--- config.mk ---
export PLATFORM = sky130hd
export DESIGN_NAME = shared_reg_arbiter_flat
export DESIGN_NICKNAME = d
export VERILOG_FILES = /design/src/rtl/shared_reg_arbiter_if.sv /design/src/rtl/shared_reg_arbiter.sv /design/src/flat_wrapper.sv
export SDC_FILE = /design/constraint.sdc
export NUM_CORES = 1
export LEC_CHECK = 0
export ABC_AREA = 1
export ABC_CLOCK_PERIOD_IN_PS = 1840
export CORE_MARGIN = 2
export CORE_UTILIZATION = 37
export CTS_BUF_LIST = sky130_fd_sc_hd__clkbuf_4
export DETAILED_ROUTE_END_ITERATION = 6
export PLACE_DENSITY = 0.8
export SLEW_MARGIN = 15
export SYNTH_ARGS = -nofsm -noshare
export SYNTH_HDL_FRONTEND = slang
export SYNTH_SLANG_ARGS = --single-unit
--- constraint.sdc ---
create_clock -name clk -period 1.84 [get_ports clk]
set_input_delay 0.276 -clock clk [delete_from_list [all_inputs] [get_ports clk]]
set_output_delay 0.276 -clock clk [all_outputs]
set_load 0.005 [all_outputs]
--- src/rtl/shared_reg_arbiter_if.sv ---
// Purpose : bundles the requester-facing signals of shared_reg_arbiter.
// Latency : n/a (wires only).
// Backpressure: none; requesters hold req until they observe their gnt bit.
// Ports   : req/wdata/lock driven by requesters (master);
//           gnt/owner/q/q_valid driven by the arbiter (slave).
interface shared_reg_arbiter_if #(
   parameter int N = 4,
   parameter int W = 8
);
   logic [N-1:0]   req;
   logic [N*W-1:0] wdata;
   logic [N-1:0]   lock;
   logic [N-1:0]   gnt;
   logic [2:0]     owner;
   logic [W-1:0]   q;
   logic           q_valid;

   modport master (
      output req, wdata, lock,
      input  gnt, owner, q, q_valid
   );

   modport slave (
      input  req, wdata, lock,
      output gnt, owner, q, q_valid
   );
endinterface

--- src/rtl/shared_reg_arbiter.sv ---
// Purpose : round-robin arbiter owning one shared W-bit register written by N requesters.
// Latency : 1 cycle; req sampled at an edge updates gnt/q/owner/q_valid on that same edge.
// Backpressure: level req; a losing requester simply keeps req high until its gnt pulse.
// Ports   : clk, reset (async, active-high); bus (shared_reg_arbiter_if.slave):
//           req[N], wdata[N*W], lock[N] in; gnt[N] one-hot, owner[3], q[W], q_valid out.
// Config  : define SHARED_REG_ARB_LOCK_EN to enable burst locking (ARB/LOCKED FSM,
//           burst limited to MAX_BURST); otherwise lock is ignored.
module shared_reg_arbiter #(
   parameter int N         = 4,
   parameter int W         = 8,
   parameter int MAX_BURST = 4
) (
   input  logic                clk,
   input  logic                reset,
   shared_reg_arbiter_if.slave bus
);

   logic [N-1:0] gnt_q,     gnt_d;
   logic [W-1:0] q_q,       q_d;
   logic [2:0]   owner_q,   owner_d;
   logic [2:0]   ptr_q,     ptr_d;
   logic         q_valid_q, q_valid_d;

   // Round-robin search result
   logic         srch_vld;
   logic [2:0]   srch_idx;
   logic         hi_vld,  lo_vld;
   logic [2:0]   hi_idx,  lo_idx;

   // Final selection after lock handling
   logic         sel_vld;
   logic [2:0]   sel_idx;

   // Two passes replace a modulo search: first the requesters at or above ptr,
   // then wrap to the lowest requester overall.
   always_comb begin
      hi_vld = 1'b0;
      hi_idx = '0;
      lo_vld = 1'b0;
      lo_idx = '0;
      for (int i = 0; i < N; i++) begin
         if (!hi_vld && bus.req[i] && (3'(i) >= ptr_q)) begin
            hi_vld = 1'b1;
            hi_idx = 3'(i);
         end
         if (!lo_vld && bus.req[i]) begin
            lo_vld = 1'b1;
            lo_idx = 3'(i);
         end
      end
      srch_vld = hi_vld | lo_vld;
      srch_idx = hi_vld ? hi_idx : lo_idx;
   end

`ifdef SHARED_REG_ARB_LOCK_EN
   typedef enum logic {
      ARB    = 1'b0,
      LOCKED = 1'b1
   } state_t;

   state_t     state_q, state_d;
   logic [3:0] burst_q, burst_d;
   logic       own_req, own_lock, srch_lock;

   always_ff @(posedge clk or posedge reset) begin
      if (reset) begin
         state_q <= ARB;
         burst_q <= '0;
      end else begin
         state_q <= state_d;
         burst_q <= burst_d;
      end
   end

   always_comb begin
      state_d   = state_q;
      burst_d   = burst_q;
      sel_vld   = srch_vld;
      sel_idx   = srch_idx;
      own_req   = 1'b0;
      own_lock  = 1'b0;
      srch_lock = 1'b0;

      for (int i = 0; i < N; i++) begin
         if (owner_q == 3'(i)) begin
            own_req  = bus.req[i];
            own_lock = bus.lock[i];
         end
         if (srch_idx == 3'(i)) begin
            srch_lock = bus.lock[i];
         end
      end

      case (state_q)
         LOCKED: begin
            if (own_req && own_lock) begin
               // Locked owner keeps the register regardless of other requests.
               sel_vld = 1'b1;
               sel_idx = owner_q;
               burst_d = burst_q + 4'd1;
               if (burst_d == 4'(MAX_BURST)) begin
                  // Forced release; ptr already moves past the owner below.
                  state_d = ARB;
                  burst_d = '0;
               end
            end else begin
               // Release edge falls back to normal arbitration, which may
               // itself start a new lock.
               state_d = ARB;
               burst_d = '0;
               if (srch_vld && srch_lock && (MAX_BURST > 1)) begin
                  state_d = LOCKED;
                  burst_d = 4'd1;
               end
            end
         end
         default: begin
            // A one-grant burst limit means the lock can never outlast its first grant.
            if (srch_vld && srch_lock && (MAX_BURST > 1)) begin
               state_d = LOCKED;
               burst_d = 4'd1;
            end
         end
      endcase
   end
`else
   logic unused_lock;

   assign unused_lock = ^bus.lock;
   assign sel_vld     = srch_vld;
   assign sel_idx     = srch_idx;
`endif

   always_comb begin
      gnt_d     = '0;
      q_d       = q_q;
      owner_d   = owner_q;
      ptr_d     = ptr_q;
      q_valid_d = q_valid_q;
      if (sel_vld) begin
         for (int i = 0; i < N; i++) begin
            if (sel_idx == 3'(i)) begin
               gnt_d[i] = 1'b1;
               q_d      = bus.wdata[i*W +: W];
            end
         end
         owner_d   = sel_idx;
         q_valid_d = 1'b1;
         ptr_d     = (sel_idx == 3'(N-1)) ? 3'd0 : sel_idx + 3'd1;
      end
   end

   always_ff @(posedge clk or posedge reset) begin
      if (reset) begin
         gnt_q     <= '0;
         q_q       <= '0;
         owner_q   <= '0;
         ptr_q     <= '0;
         q_valid_q <= 1'b0;
      end else begin
         gnt_q     <= gnt_d;
         q_q       <= q_d;
         owner_q   <= owner_d;
         ptr_q     <= ptr_d;
         q_valid_q <= q_valid_d;
      end
   end

   assign bus.gnt     = gnt_q;
   assign bus.q       = q_q;
   assign bus.owner   = owner_q;
   assign bus.q_valid = q_valid_q;

endmodule

--- src/flat_wrapper.sv ---
// flat-port wrapper written by rule: the top's interface ports become plain ports
module shared_reg_arbiter_flat 
#(
   parameter int N         = 4,
   parameter int W         = 8,
   parameter int MAX_BURST = 4
)
  (clk, reset, bus_req, bus_wdata, bus_lock, bus_gnt, bus_owner, bus_q, bus_q_valid);
  shared_reg_arbiter_if #(.N(N), .W(W)) bus_i ();
  input  logic clk;
  input  logic reset;
  input wire logic [$bits(bus_i.req)-1:0] bus_req;
  input wire logic [$bits(bus_i.wdata)-1:0] bus_wdata;
  input wire logic [$bits(bus_i.lock)-1:0] bus_lock;
  output wire logic [$bits(bus_i.gnt)-1:0] bus_gnt;
  output wire logic [$bits(bus_i.owner)-1:0] bus_owner;
  output wire logic [$bits(bus_i.q)-1:0] bus_q;
  output wire logic [$bits(bus_i.q_valid)-1:0] bus_q_valid;
  assign bus_i.req = bus_req;
  assign bus_i.wdata = bus_wdata;
  assign bus_i.lock = bus_lock;
  assign bus_gnt = bus_i.gnt;
  assign bus_owner = bus_i.owner;
  assign bus_q = bus_i.q;
  assign bus_q_valid = bus_i.q_valid;
  shared_reg_arbiter #(.N(N), .W(W), .MAX_BURST(MAX_BURST)) u_core (.clk(clk), .reset(reset), .bus(bus_i));
endmodule
* Word-level counts from Yosys, hierarchy flattened
Cells that the tools add are included.
** Storage, ports and cells
- Bits in registers :: 19
- Bits in latches :: 0
- Memory bits (writable) :: 0
- ROM bits :: 0
- Bits of input ports :: 42
- Output and inout port bits :: 16
- Memories kept :: 0
** Cells by class
- Add/sub/neg operators :: 1
- Multipliers :: 0
- Divide/modulo/power cells :: 0
- Order comparisons :: 4
- Equal/unequal tests :: 3
- Shifts and indexed selects :: 0
- Muxes and demuxes :: 25
- Bitwise logic cells :: 1
- Reductions and logical operators :: 19
** Operators with widths (count)
- $mux W8 :: 4
- $mux W1 :: 14
- $logic_and A1 B1 Y1 :: 10
- $mux W2 :: 5
- $eq A3 B2 Y1 const B :: 2
- $ge A1 B3 Y1 const A :: 2
- $ge A2 B3 Y1 const A :: 2
- $logic_not A1 Y1 :: 6
- $mux W4 :: 1
- $reduce_bool A4 Y1 :: 1
- $add A3 B1 Y3 const B :: 1
- $eq A3 B1 Y1 const B :: 1
- $logic_not A3 Y1 :: 1
- $mux W3 :: 1
- $reduce_and A2 Y1 :: 1
- $or A1 B1 Y1 :: 1

* Logic depth before layout (Yosys ltp)
- Depth in word-level cells :: 21
- Gate-level depth with buffers :: 16

* Least setup slack after synthesis
OpenSTA, ideal clock, no wires.
- Path kind :: flip-flop to flip-flop
- Start :: reg u_core.ptr_q[0]
- End :: reg u_core.q_q[0], in the netlist u_core.bus.q[0]
- Arrival time :: 1.620 ns
- Data required time :: 1.722 ns
- Slack :: 0.102 ns
- Stages on the path, launching flop included :: 16
- Cell sequence :: dfrtp_1 -> inv_1 -> nand2_1 -> nand2_1 -> nand2_2 -> nand2_1 -> nand2_1 -> nand2_2 -> inv_1 -> ha_1 -> buf_6 -> buf_6 -> o211ai_2 -> nand3_1 -> nand3_1 -> nand2_1
** On the way
- Longest elaborated chain between the ends :: 20
** Ends and longest elaborated chain
- start: declaration :: line shared_reg_arbiter.sv:21 : logic [2:0] ptr_q, ptr_d;
- start signal: assignment :: line shared_reg_arbiter.sv:164 : ptr_q <= ptr_d;
- $ge A1 B3 Y1 :: line shared_reg_arbiter.sv:42 : if (!hi_vld && bus.req[i] && (3'(i) >= ptr_q)) begin
- $logic_and A1 B1 Y1 :: line shared_reg_arbiter.sv:42
- $mux W1 :: line shared_reg_arbiter.sv:42
- $logic_not A1 Y1 :: line shared_reg_arbiter.sv:42
- $logic_and A1 B1 Y1 (2 in series) :: line shared_reg_arbiter.sv:42
- $mux W1 :: line shared_reg_arbiter.sv:42
- $logic_not A1 Y1 :: line shared_reg_arbiter.sv:42
- $logic_and A1 B1 Y1 (2 in series) :: line shared_reg_arbiter.sv:42
- $mux W1 :: line shared_reg_arbiter.sv:42
- $logic_not A1 Y1 :: line shared_reg_arbiter.sv:42
- $logic_and A1 B1 Y1 (2 in series) :: line shared_reg_arbiter.sv:42
- $mux W2 / $mux W1 (equally long branches) :: line shared_reg_arbiter.sv:42
- $mux W2 * :: line shared_reg_arbiter.sv:52 : srch_idx = hi_vld ? hi_idx : lo_idx;
- net u_core.sel_idx[0] :: line shared_reg_arbiter.sv:32 : logic [2:0] sel_idx;
- $eq A3 B1 Y1 :: line shared_reg_arbiter.sv:142 : if (sel_idx == 3'(i)) begin
- $mux W8 (3 in series) :: line shared_reg_arbiter.sv:142
- end signal: assignment :: line shared_reg_arbiter.sv:162 : q_q <= q_d;
- end: declaration :: line shared_reg_arbiter.sv:19 : logic [W-1:0] q_q, q_d;
Mark *: on every way through the listed nets, which the timed path passes. The rest lies on a longest branch.
A chain may end at the register's enable or synchronous reset.

* Worst setup path after layout
- Start :: reg u_core.ptr_q[0]
- End :: reg u_core.q_q[1], in the netlist u_core.bus.q[1]
Same word-level chain as after synthesis.

==> impl_metrics.yaml <==
timing:
  period_share_pct: 98.0
  clock_skew_ns: 0.000829
  fmax_mhz: 554
  rsz0062_at_grt: "true"
  hold_viol_final: 0
  drv_slew: 0
  tns_ns: 0
  period_needed_ns: 1.80
  setup_viol: 0
layout:
  drive_gt1_share_pct: 26.2
  area_delta_synth_final_pct: 63.9
  diodes: 0
  stdcell_area_um2: 1870
  postLayoutCoreUtil_pct: 62.2
  layout.cells.non_filler: 243
  final_nets: 257
routing:
  drt-total-wl_mm: 2.90
  drc: 0
  drt_iter0_drc: 38
  wl_per_cell_um: 11.9
  viasPerCell: 4.70
  vias: 1143
  dr.pass1.iters: 4
  drtAntennaViolNets: 0
placed_design:
  io_buffers: 52
  placed_area_um2: 1740
  gp_congestion: 0.838
  place_inst: 236
  dp_hpwl_mm: 2.10
grt:
  grt_pass1_vias: 1099
  grt-ovfl-total: 0
  antenna_found_initial: 0
  grt_usage_pct: 17.3
  grt.met1_usage_pct: 22.0
  met3_usage_pct: 3.06
  grt_max_degree: 18
  grt_pass1_wl_mm: 4.66
  grt_util_met2_pct: 29.7
  grt-busiest-layer: "met2"
synth:
  synth_fp_nets: 192
  ys_ff_latch: 17
  yosys_warnings: 0
  ys_seq_area_share_pct: 37.3
  syn_area_per_cell_um2: 7.81
  yosys-top-cells-area: "dfrtp_1 (37%), nand2_1 (17%), o211ai_2 (8.8%)"
  yosysUniqueCellTypes: 20
  ys_top_cells_by_count: "nand2_1 (51), dfrtp_1 (17), nand3_1 (17), inv_1 (13), inv_2 (10)"
  yosysMostFrequentCell: "nand2_1"
  synthesis.area_um2: 1140
  async_flop_share_pct: 100
  syn_inst: 146
  synth_ff_type: "dfrtp_1"
  synth_edf_count: 0
  yosys.area.top_type: "dfrtp_1"
  synth_top_area_share_pct: 37.3
power:
  p_per_area_nw_per_um2: 1300
  ir_drop_v: 0.000621
  power_leakage_nw: 0.904
  total_power_mw: 2.43
cts:
  root_buffer: "clkbuf_4"
  cts_sinks: 17
  cts_tree: "yes"
  clkLatencyLatePin_ns: 0.28
  clockBufferDepth: 2
  h-tree-depth: 1
  cts_buffers: 3
  clkTransAtPathRegs_ns: 0.10
flow_run:
  drv_cap: 0
die:
  core_area_um2: 3000
  die_h_um: 59.5
  start_util_pct: 38.0
  num_rows: 20
  io_pins: 58
  die-area_um2: 3540
  die_x_um: 59.5
worst_setup_path:
  startpoint_type: "flip-flop"
  crit_required_ns: 2.01
  reg2reg_from: "u_core.ptr_q[0]$_DFFE_PP0P_"
  path_class: "reg2reg"
  cp-end-kind: "flip-flop"
  critPathMaxFanout: 5
  r2r_slack_ns: 0.04
  r2r_end: "u_core.bus.q[1]$_DFFE_PP0P_"
  worstPathArrival_ns: 1.98
  r2r_cells: 13
hold_path:
  hold_path_class: "in2async"
status:
  status: "completed"
-- critical path, stage by stage, from the launching register on --
cell	delay (ns)
dfrtp_1	0.39
inv_1	0.05
nand2_1	0.07
nand2_1	0.07
nand2_2	0.09
inv_2	0.05
a31oi_4	0.16
inv_2	0.08
ha_4	0.19
buf_12	0.13
o211ai_2	0.16
nand3_1	0.10
nand3_1	0.10
nand2_1	0.07
-- how the worst max path moves through the flow --
stage	depth (start not counted)	to	start	slack [ns]
2_1_floorplan	15	u_core.bus.q[0]$_DFFE_PP0P_	u_core.ptr_q[0]$_DFFE_PP0P_	0.10
3_3_place_gp	14	u_core.bus.q[7]$_DFFE_PP0P_	bus_req[0]	-0.28
3_5_place_dp	11	u_core.bus.q[0]$_DFFE_PP0P_	bus_req[1]	-0.32
4_1_cts	13	u_core.bus.q[3]$_DFFE_PP0P_	bus_req[1]	0.009
5_1_grt	13	u_core.bus.q[1]$_DFFE_PP0P_	u_core.ptr_q[0]$_DFFE_PP0P_	-0.07
6_report	13	u_core.bus.q[1]$_DFFE_PP0P_	u_core.ptr_q[0]$_DFFE_PP0P_	0.04
-- where the power goes --
part           internal [mW]  leakage (nW)  switching [mW]
Clock                 0.0805        0.0177           0.113
Combinational          0.887         0.687           0.704
Sequential             0.551         0.200          0.0931
Total                   1.52         0.904           0.910
-- layer usage --
metal / wire (um) / up-vias
li1: - / 575
met1: 1220 / 522
met2: 1430 / 42
met3: 220 / 4
met4: 33 / 0
met5: 0 / -
-- repair_timing --
action	4_1_cts	5_1_grt
hold buffers	0	0
cloned	0	2
setup buffers	0	1
endpoints found under the setup margin	2	8
resized for setup	3	10
pin swaps	0	14
-- stage by stage --
| step | setup slack, ns | hold WS (ns) |
|---|---|---|
| floorplan | 0.102 | 0.202 |
| global placement | -0.282 | 0.457 |
| detailed placement | -0.318 | 0.456 |
| CTS | 0.00899 | 0.303 |
| global route | -0.0734 | 0.317 |
| finish | 0.0362 | 0.305 |
-- cells by family (layout without fill, tap and decap cells) --
family / after synthesis / count (layout) / synth area share (%)
buffers and inverters: 31 / 95 / 13.4
DFF: 17 / 17 / 37.3
AOI/OAI and AO/OA: 10 / 10 / 11.1
other: 1 / 1 / 0.329
and+or+nand+nor: 83 / 83 / 33.5
adders and majority gates: 4 / 4 / 4.39
-- placed cells by master, fill, tap and decap left out --
cell and n:
nand2_2 5, nand3_1 17, clkbuf_4 3, inv_4 3, inv_1 12, dlygate4sd2_1 1
nor2_2 1, inv_2 9, nand3_4 1, or2_1 4, a31oi_4 1, nand4_1 1
or2_2 6, clkinv_2 1, ha_4 2, ha_1 2, dfrtp_1 17, o21ai_1 1
buf_12 1, conb_1 1, clkbuf_16 2, dlymetal6s2s_1 1, o211ai_2 8, nand2_1 48
clkdlybuf4s50_1 50, buf_4 12
-- final cells by class --
| cell class | instances | area [um^2] |
|---|---|---|
| multi-input combinational | 98 | 594 |
| sequential | 17 | 425 |
| inverter | 24 | 97.6 |
| tap | 33 | 41.3 |
| timing repair buffer | 67 | 682 |
| clock buffer | 3 | 22.5 |
| clock inverter | 1 | 5.00 |
| fill | 264 | 1130 |
-- registers in the layout, indices dropped and copies added, names as in the netlist --
signal	flops
u_core.bus.q_valid	1
u_core.bus.owner	2
u_core.bus.gnt	4
u_core.bus.q	8
u_core.ptr_q	2
Note: power is estimated with default switching activity, not from simulation.
